## src/rtl/class_sweep_controller.sv

```systemverilog
// class_sweep_controller: sweeps class memory segments per query and reports the best-scoring class (CLASS_SWEEP_SIGNED_EN selects signed scores)
module class_sweep_controller #(
  parameter int MAX_CLASSES    = 32,
  parameter int SEGS           = 4,
  parameter int CLA_ADDR_WIDTH = 10,
  parameter int SCORE_W        = 16,
  parameter int CNT_W          = $clog2(MAX_CLASSES) + 1
) (
  input  logic                      clk,
  input  logic                      reset_in,
  input  logic [CNT_W-1:0]          class_num,
  input  logic [CLA_ADDR_WIDTH-1:0] base_addr,
  input  logic                      start,
  output logic                      busy,
  output logic                      addr_valid,
  input  logic                      addr_ready,
  output logic [CLA_ADDR_WIDTH-1:0] class_addr,
  output logic [CNT_W-1:0]          class_idx,
  output logic                      last_seg,
  input  logic                      score_valid,
  input  logic [SCORE_W-1:0]        score,
  output logic                      done,
  output logic [CNT_W-1:0]          best_class,
  output logic [SCORE_W-1:0]        best_score
);
  localparam int SEG_W = SEGS > 1 ? $clog2(SEGS) : 1;
`ifdef CLASS_SWEEP_SIGNED_EN
  localparam logic [SCORE_W-1:0] INIT = {1'b1, {(SCORE_W-1){1'b0}}};
`else
  localparam logic [SCORE_W-1:0] INIT = '0;
`endif
  typedef enum logic [1:0] {IDLE, SWEEP, DRAIN, DONE} state_t;
  state_t state, nxt;
  logic [CNT_W-1:0] n_lat, idx, cnt, cnt_nxt, clamp;
  logic [SEG_W-1:0] seg;
  logic [CLA_ADDR_WIDTH-1:0] addr;
  logic go, hs, seg_end, last_hs, acc, gt;
  assign go         = state == IDLE && start;
  assign clamp      = class_num > CNT_W'(MAX_CLASSES) ? CNT_W'(MAX_CLASSES) : class_num;
  assign hs         = state == SWEEP && addr_ready;
  assign seg_end    = seg == SEG_W'(SEGS - 1);
  assign last_hs    = hs && seg_end && idx == n_lat - CNT_W'(1);
  assign acc        = score_valid && (state == SWEEP || state == DRAIN) && cnt < n_lat;
  assign cnt_nxt    = cnt + CNT_W'(acc);
`ifdef CLASS_SWEEP_SIGNED_EN
  assign gt         = $signed(score) > $signed(best_score);
`else
  assign gt         = score > best_score;
`endif
  assign busy       = state != IDLE;
  assign addr_valid = state == SWEEP;
  assign done       = state == DONE;
  assign last_seg   = addr_valid && seg_end;
  assign class_addr = addr;
  assign class_idx  = idx;
  // state register
  always_ff @(posedge clk) state <= reset_in ? IDLE : nxt;
  // next state: sweep until the last segment handshake, then wait for every score
  always_comb begin
    nxt = state;
    case (state)
      IDLE:    nxt = go ? (clamp == '0 ? DONE : SWEEP) : IDLE;
      SWEEP:   nxt = last_hs ? DRAIN : SWEEP;
      DRAIN:   nxt = cnt_nxt == n_lat ? DONE : DRAIN;
      default: nxt = IDLE;
    endcase
  end
  // address walk and best-score tracking; ties keep the earlier class
  always_ff @(posedge clk) begin
    if (reset_in) begin
      n_lat      <= '0;
      idx        <= '0;
      seg        <= '0;
      addr       <= '0;
      cnt        <= '0;
      best_class <= '0;
      best_score <= INIT;
    end else if (go) begin
      n_lat      <= clamp;
      idx        <= '0;
      seg        <= '0;
      addr       <= base_addr;
      cnt        <= '0;
      best_class <= '0;
      best_score <= INIT;
    end else begin
      if (hs) begin
        addr <= addr + CLA_ADDR_WIDTH'(1);
        seg  <= seg_end ? '0 : seg + SEG_W'(1);
        if (seg_end) idx <= idx + CNT_W'(1);
      end
      if (acc) begin
        cnt <= cnt_nxt;
        if (gt) begin
          best_class <= cnt;
          best_score <= score;
        end
      end
    end
  end
endmodule

```

## config.mk

```make
export PLATFORM = sky130hd
export DESIGN_NAME = class_sweep_controller
export DESIGN_NICKNAME = d
export VERILOG_FILES = /design/src/rtl/class_sweep_controller.sv
export SDC_FILE = /design/constraint.sdc
export NUM_CORES = 1
export LEC_CHECK = 0
export ABC_AREA = 1
export CAP_MARGIN = 30
export CORE_ASPECT_RATIO = 0.8
export CORE_MARGIN = 8
export CORE_UTILIZATION = 45
export DETAILED_ROUTE_END_ITERATION = 10
export DONT_BUFFER_PORTS = 1
export PLACE_DENSITY = 0.6
export SLEW_MARGIN = 20
export SYNTH_ARGS = -nofsm -noshare
export SYNTH_HDL_FRONTEND = slang
export SYNTH_SLANG_ARGS = --single-unit
```

## constraint.sdc

```tcl
create_clock -name clk -period 6.3 [get_ports clk]
set_clock_uncertainty 0.05 [all_clocks]
set_input_delay 0 -clock clk [delete_from_list [all_inputs] [get_ports clk]]
set_output_delay 0 -clock clk [all_outputs]
set_load 0.05 [all_outputs]
```

Word-level counts from Yosys, hierarchy flattened --
Cells that the tools add are included.
Cells by class: $add $sub $neg 5, order comparisons 3, eq/ne operators 6, mux-type cells 9, reductions and logical operators 15
Operators by type and width (count):
- 10-bit two-way mux | 2
- 16-bit greater-than comparator | 1
- 6-bit equality test | 2
- 10-bit by 1-bit adder with 10-bit output, second input constant | 1
- 2-bit two-way mux | 4
- 1-bit logical AND | 7
- 6-bit by 1-bit adder with 6-bit output | 1
- 6-bit by 1-bit adder with 6-bit output, second input constant | 1
- 2-bit equality test, second input constant | 3
- 6-bit greater-than comparator, second input constant | 1
- 6-bit logical NOT | 1
- 6-bit less-than comparator | 1
- 6-bit two-way mux | 1
- 2-bit case mux with 3 select lines | 1
- 6-bit by 1-bit subtractor with 6-bit output, second input constant | 1
- 2-bit AND reduction | 2
- 2-bit nonzero test | 2
- 2-bit by 1-bit adder with 2-bit output, second input constant | 1
- 2-bit by 1-bit equality test with 1-bit output, second input constant | 1
- 2-bit logical NOT | 1
- 2-bit OR reduction | 1
- 1-bit logical OR | 1
- 1-bit two-way mux | 1
Storage, ports and cells: register bits 54, input bits 37, output and inout port bits 42

Logic depth before layout (Yosys ltp) --
Gate-level depths: netlist of the first run.
depth in word-level cells 8, depth in mapped cells 20, mapped depth without buffers 19

Worst setup path after synthesis of the first run --
Ideal clock, no wire load.
kind register -> register, start point register n_lat[3], end point register state[0], library setup time 0.110 ns, data arrival time 2.420 ns, data required time 6.140 ns, setup slack 3.720 ns, stages on the path, launching flop included 18, clock period less this slack 2.580 ns, cells stage by stage dfxtp_1 inv_1 ha_1 a21oi_1 o21a_1 nand2_1 nor2_4 buf_2 ha_1 ha_1 nand4_1 and2_1 nor2_1 nor2_1 nand3_1 nand3_1 nand2_1 inv_1
On the way: cells in the longest elaborated chain, start to end 6, elaborated cells between the ends (all ways) 10
RTL lines:
- start, declared | line 34 | logic [CNT_W-1:0] n_lat, idx, cnt, cnt_nxt, clamp;
- start signal, assigned | line 79 | n_lat <= clamp;
- 6-bit less-than comparator | line 43 | assign acc = score_valid && (state == SWEEP || state == DRAIN) && cnt < n_lat;
- 1-bit logical AND | line 43
- net acc | line 37 | logic go, hs, seg_end, last_hs, acc, gt;
- 6-bit by 1-bit adder with 6-bit output | line 44 | assign cnt_nxt = cnt + CNT_W'(acc);
- 6-bit equality test | line 64 | DRAIN: nxt = cnt_nxt == n_lat ? DONE : DRAIN;
- 1-bit two-way mux | line 64
- 2-bit case mux with 3 select lines | line 61 | case (state)
- end signal, assigned | line 57 | always_ff @(posedge clk) state <= reset_in ? IDLE : nxt;
- end, declared | line 33 | state_t state, nxt;
The timed path passes the listed nets, and every way through them passes these cells. A chain may end at the register's enable or synchronous reset.

Worst setup path after layout of the first run --
start point register n_lat[5], end point register state[0]
On the way: cells in the longest elaborated chain, start to end 6, elaborated cells between the ends (all ways) 10
RTL lines (line):
- 6-bit less-than comparator | 43
- 1-bit logical AND | 43
- 6-bit by 1-bit adder with 6-bit output | 44
- 6-bit equality test | 64
- 1-bit two-way mux | 64
- 2-bit case mux with 3 select lines * | 61
Every way passes the cells marked *; elsewhere a longest branch is shown, timed or not.

==> impl_metrics.toml, run 1 <==
[run_status]
status = "complete, no violations"

[critical_path]
reg2reg_from = "n_lat[5]"
rrSetupSlack_ps = 3130
cpPeakStageDelay_ps = 590
crit_path_frequent_cell = "ha_1"
path_max_fanout = 34
start_kind = "register"
end_kind = "register"
crit_slowest_cell = "nor2_4"
arrival_ps = 3350
worst-r2r-cell-count = 16
crit_type = "register to register"
r2r_end = "state[0]"
crit_chain = "inv_1 -> ha_1 -> a21oi_1 -> o21a_1 -> nand2_1 -> nor2_4 -> ha_1 -> ha_1 -> nand4_1 -> and2_1 -> nor2_1 -> nor2_1 -> nand3_1 -> nand3_1 -> nand2_1 -> inv_1"
crit_required_ps = 6480

[synthesis]
synthArstFlopShare_pct = 0
synth_top_family_by_area = "simple AND/OR/NAND/NOR gates"
syn_avg_cell_area_um2 = 6.59
synth-seq-cells = 54
synthCells = 551
syn_area_mm2 = 0.00363
synth_xor_xnor_area_share_pct = 0.724
synth_edf_count = 0
synthMuxAreaShare_pct = 0
yosys_most_used_dff = "dfxtp_1"
synth_fa_ha_area_share_pct = 10.7
syn-num-nets = 619
seq_area_frac_synth_pct = 29.8
synth_compound_area_share_pct = 10.8
yosysWarningCount = 0
synth_cell_types = 37
synth_simple_gate_area_share_pct = 33.7

[power]
pwr-share-clk_pct = 27.2
seqPwrFrac_pct = 51.7
intPower_uw = 509
power.total_uw = 786
power.leakage_uw = 0.00181
swShare_pct = 35.2
power_switching_uw = 277
combPwrFrac_pct = 21.1
power_density_mw_per_mm2 = 190
peakVddDrop_mv = 0.0984

[drt]
wl_um = 9530
antenna_left = 0
drt_iter0_drc = 172
wl_per_cell_um = 13.9
drc = 0
drt_pre_antenna_iters = 4
via_per_inst = 4.95
vias = 3399

[timing]
rsz0062_at_grt = "false"
fin_crit_sh_pct = 50.3
setup_viol = 0
worstMarginPinSlew_ps = 768
fin_setup_tns_ps = 0
fin_crit_ps = 3170
slew_viol_final = 0
slew_headroom_pct = 48.7
hold_violations = 0
max_freq_mhz = 316
setup_ws_ps = 3130

[clock_tree]
cts_tree = "done"
root_buffer = "clkbuf_8"
clk-insertion-delay-late_ps = 320
clock_sinks = 54
cts_made_buffers = 5
clockBufferDepth = 2
htree_levels = 2
cts_post_setup_buffers_inserted = 0
clkTransAtPathRegs_ps = 110

[layout]
regArea_mm2 = 0.00108
layout-drive-gt1-share_pct = 6.91
final_nets = 646
post-route-util_pct = 52.5
antenna_cells = 0
area_growth_syn_to_layout_pct = 13.9
multi_input_comb_area_mm2 = 0.00203
finalNonFillerCells = 687
n_fill_cell = 794
final_cell_mix = "inv_1 (112), nand2_1 (107), dfxtp_1 (54), nor2_1 (52), dlygate4sd3_1 (36)"
layout.cells.most_common = "inv_1"

[floorplanning]
rows = 29
die_x_um = 116
io_pins = 79
die_h_um = 96.3
core-area_mm2 = 0.00787
die_area_mm2 = 0.0112
initial_utilization_pct = 46.1

[grt]
grtUsageMet1_pct = 23.6
use_met3_pct = 4.89
use_met2_pct = 28.0
grt_max_degree = 35
overflow = 0
antenna_found_initial = 0
top_usage_layer = "met2"
grt_pass1_vias = 3335
grt_pass1_wl_um = 16000
track_usage_pct = 17.8

[placed_design]
hpwl_um = 6800
gp_congestion = 0.852
dp_slack_ps = 3120
dp.cells = 643
portBuffers = 0

[flow_run]
cap_viol_max_count = 0

[min_path]
hold_depth = 5
hp-class = "input port to register"
whs_endpoint = "state[1]"
min-delay-start = "class_num[3]"
==> cell type report <==
class                   count  area share, %
clock buffers               7           2.09
clock inverters             1          0.121
inverters                 114           10.4
multi-input cells         366           49.1
flip-flops and latches     54           26.2
well taps                 108           3.27
repair buffers             37           8.90
==> cells in the mapped netlist (2+ instances only) <==
cell type | number | area share (%)
xor2_1 | 2 | 0.48
a31oi_1 | 3 | 0.52
buf_6 | 2 | 0.62
clkbuf_1 | 4 | 0.41
nor3_1 | 12 | 1.7
o21ai_0 | 16 | 2.2
nand2_1 | 107 | 11
clkinv_1 | 2 | 0.21
nand3_1 | 33 | 4.6
nor2_1 | 53 | 5.5
o21ai_1 | 2 | 0.28
nor2_2 | 2 | 0.34
nand4_1 | 27 | 4.7
or2_2 | 2 | 0.34
o22ai_1 | 3 | 0.52
ha_1 | 31 | 11
nand2_2 | 22 | 3.8
o211ai_1 | 6 | 1.2
buf_2 | 9 | 1.2
a211oi_1 | 3 | 0.62
nor3_2 | 2 | 0.55
dfxtp_1 | 54 | 30
a21oi_1 | 29 | 4.0
inv_1 | 112 | 12
==> stage by stage <==
| stage | area, µm² | hold slack, ps |
|---|---|---|
| after floorplan | 3630 | 88.7 |
| after global placement | 3680 | 22.5 |
| after detailed placement | 3680 | 23.4 |
| after CTS | 4130 | 21.5 |
| after global routing | 4130 | 73.4 |
| final | 4130 | 43.6 |
==> sequential cells by signal, indices dropped and copies added, names as in the netlist <==
name / cells
best_score: 16
best_class: 6
class_addr: 10
class_idx: 6
seg: 2
cnt: 6
state: 2
n_lat: 6
==> power by group through the flow <==
stage               combinational [µW]  clock (µW)  sequential, µW
floorplan                          124           0             409
global placement                   143           0             415
detailed placement                 145           0             415
CTS                                166         219             407
global route                       192         230             410
finish                             166         214             407
==> what timing repair did <==
| item | in CTS | in global routing |
|---|---|---|
| hold endpoints to repair | 36 | 0 |
| resized for setup | 0 | 0 |
| endpoints found under the setup margin | 0 | 0 |
| hold buffers | 36 | 0 |
==> worst max-delay path by stage <==
stage | start | end | slack (ps) | depth (start not counted)
after CTS | n_lat[5] | state[0] | 3110 | 16
after detailed placement | n_lat[5] | state[0] | 3120 | 16
after global placement | n_lat[3] | state[0] | 3190 | 16
final | n_lat[5] | state[0] | 3130 | 16
after global routing | n_lat[3] | state[0] | 2730 | 17
after floorplan | n_lat[3] | state[0] | 3720 | 17
==> critical path, delay by kind of cell (launching register included) <==
family / cells / cell delay (ps)
buf+inv: 2 / 130
simple gates: 9 / 1320
fa+ha+maj: 3 / 890
compound gates: 2 / 290
flops: 1 / 390
==> metal layers <==
layer / wire [µm] / up-vias
met3: 743 / 9
li1: - / 1809
met1: 4550 / 1502
met5: 0 / -
met4: 92 / 0
met2: 4150 / 79
==> logic make-up after synthesis <==
family / Yosys count
and+or+nand+nor: 264
buffers and inverters: 131
AOI/OAI and AO/OA: 68
DFF: 54
adders and majority gates: 31
xor gates and xnor gates: 3
(Power assumes the default switching activity.)
==> inputs of run 2 (changes only) <==
Clock period 6.3 ns to 3.2 ns, I/O delays scaled along.
==> impl_metrics.toml, run 2 (synthesized netlist as in run 1, its figures left out) <==
[grt]
grt_pass1_vias = 3460
antenna_found_initial = 0
grt_max_degree = 34
grt_pass1_wl_um = 16200
track_usage_pct = 17.9
overflow = 0

[floorplanning]
initial_utilization_pct = 46.1
core-area_mm2 = 0.00787
die_area_mm2 = 0.0112
die_h_um = 96.3
die_x_um = 116
io_pins = 79
rows = 29

[placed_design]
portBuffers = 0
hpwl_um = 6950
dp.cells = 656
place_area_mm2 = 0.00378
gp_congestion = 0.852

[timing]
worstMarginPinSlew_ps = 655
fin_crit_ps = 2530
setup_viol = 0
slew_viol_final = 0
hold_violations = 0
fin_setup_tns_ps = 0
rsz0062_at_grt = "false"
slew_headroom_pct = 56.2
fin_crit_sh_pct = 79.2
max_freq_mhz = 395

[clock_tree]
htree_levels = 2
clock_sinks = 54
cts_made_buffers = 5
root_buffer = "clkbuf_8"
clockBufferDepth = 2
cts_post_setup_buffers_inserted = 0
clk-insertion-delay-late_ps = 310
cts_tree = "done"
clkTransAtPathRegs_ps = 100

[critical_path]
arrival_ps = 2710
cpPeakStageDelay_ps = 380
crit_end = "state[0]"
rrSetupSlack_ps = 670
worst-r2r-cell-count = 16
path_max_fanout = 6
start_kind = "register"
crit_type = "register to register"
crit_required_ps = 3370
r2r_end = "state[0]"
end_kind = "register"
crit_slowest_cell = "dfxtp_1"
crit_path_frequent_cell = "ha_1"
reg2reg_from = "n_lat[3]"
critPathLaunch = "n_lat[3]"
crit_chain = "inv_1 -> ha_1 -> a21oi_1 -> o21a_1 -> nand2_1 -> nor2_4 -> ha_1 -> ha_1 -> nand4_1 -> and2_1 -> nor2_1 -> nor2_1 -> nand3_1 -> nand3_1 -> nand2_1 -> inv_1"

[layout]
final_cell_mix = "inv_1 (112), nand2_1 (107), dfxtp_1 (54), nor2_1 (52), dlygate4sd3_1 (36)"
finalNonFillerCells = 700
multi_input_comb_area_mm2 = 0.00203
regArea_mm2 = 0.00108
layout.cells.most_common = "inv_1"
area_growth_syn_to_layout_pct = 16.5
antenna_cells = 0
n_fill_cell = 811
final_nets = 659
final_area_mm2 = 0.00423
regMostFlops = "best_score"
layout-drive-gt1-share_pct = 8.95
largest_reg_flops = 16

[flow_run]
cap_viol_max_count = 0

[power]
power_density_mw_per_mm2 = 365
power.leakage_uw = 0.00188
peakVddDrop_mv = 0.256

[drt]
vias = 3502
wl_um = 9640
drc = 0
antenna_left = 0
wl_per_cell_um = 13.8
drt_iter0_drc = 166
drt_pre_antenna_iters = 4
via_per_inst = 5.00

[min_path]
hp-class = "input port to register"

[run_status]
status = "complete, no violations"
[run 2: changes by cell type in the layout (fill, tap and decap cells not counted), sizes merged]
cell and delta:
buf +13
[run 2: final cells by class]
type	count	area share (%)
Inverter	114	10.1
Sequential cell	54	25.6
Clock buffer	7	2.04
Tap cell	108	3.19
Clock inverter	1	0.118
Multi-Input combinational cell	366	48.0
Timing Repair Buffer	50	11.0
[run 2: what timing repair did]
item                                    4_1_cts  5_1_grt
endpoints found under the setup margin        0        0
gates resized for setup                       0        0
hold buffers                                 36        0
hold endpoints to repair                     39        0
[run 2: per-layer routing]
layer  up-vias  global-route usage [%]  wire (µm)
met5         -                       0          0
met4         0                    4.84         96
met3        12                    4.39        711
met2        86                    29.4       4340
met1      1571                    23.0       4490
li1       1833                       -          -
[run 2: how the worst min path moves through the flow]
stage,start,end,cells after the start
5_1_grt,class_num[1],state[1],5
2_1_floorplan,class_num[3],n_lat[3],2
3_5_place_dp,reset_in,class_addr[8],1
4_1_cts,class_num[1],state[1],5
6_report,class_num[1],state[1],5
3_3_place_gp,reset_in,class_addr[9],1
[run 2: critical path: cells and delay by family, from the launching register on]
kind / cells / cell delay, ps
adders and majority gates: 3 / 780
buffers and inverters: 2 / 150
DFF: 1 / 380
and+or+nand+nor: 9 / 810
AOI/OAI and AO/OA: 2 / 250
[run 2: report_power, final]
part	switching (µW)	internal [µW]	total, µW
clock network	230	176	406
logic	216	135	352
registers	87.0	700	787
total	534	1010	1540
[run 2: stage by stage]
step | util, % | total power [µW] | hold WS (ps) | setup slack (ps)
after detailed placement | 48.0 | 1110 | 24.1 | 667
after global routing | 53.7 | 1640 | 96.7 | 380
after CTS | 53.7 | 1570 | 7.99 | 664
after global placement | 48.0 | 1110 | 23.1 | 741
after floorplan | - | 1050 | 88.7 | 620
final | 53.7 | 1540 | 52.9 | 666
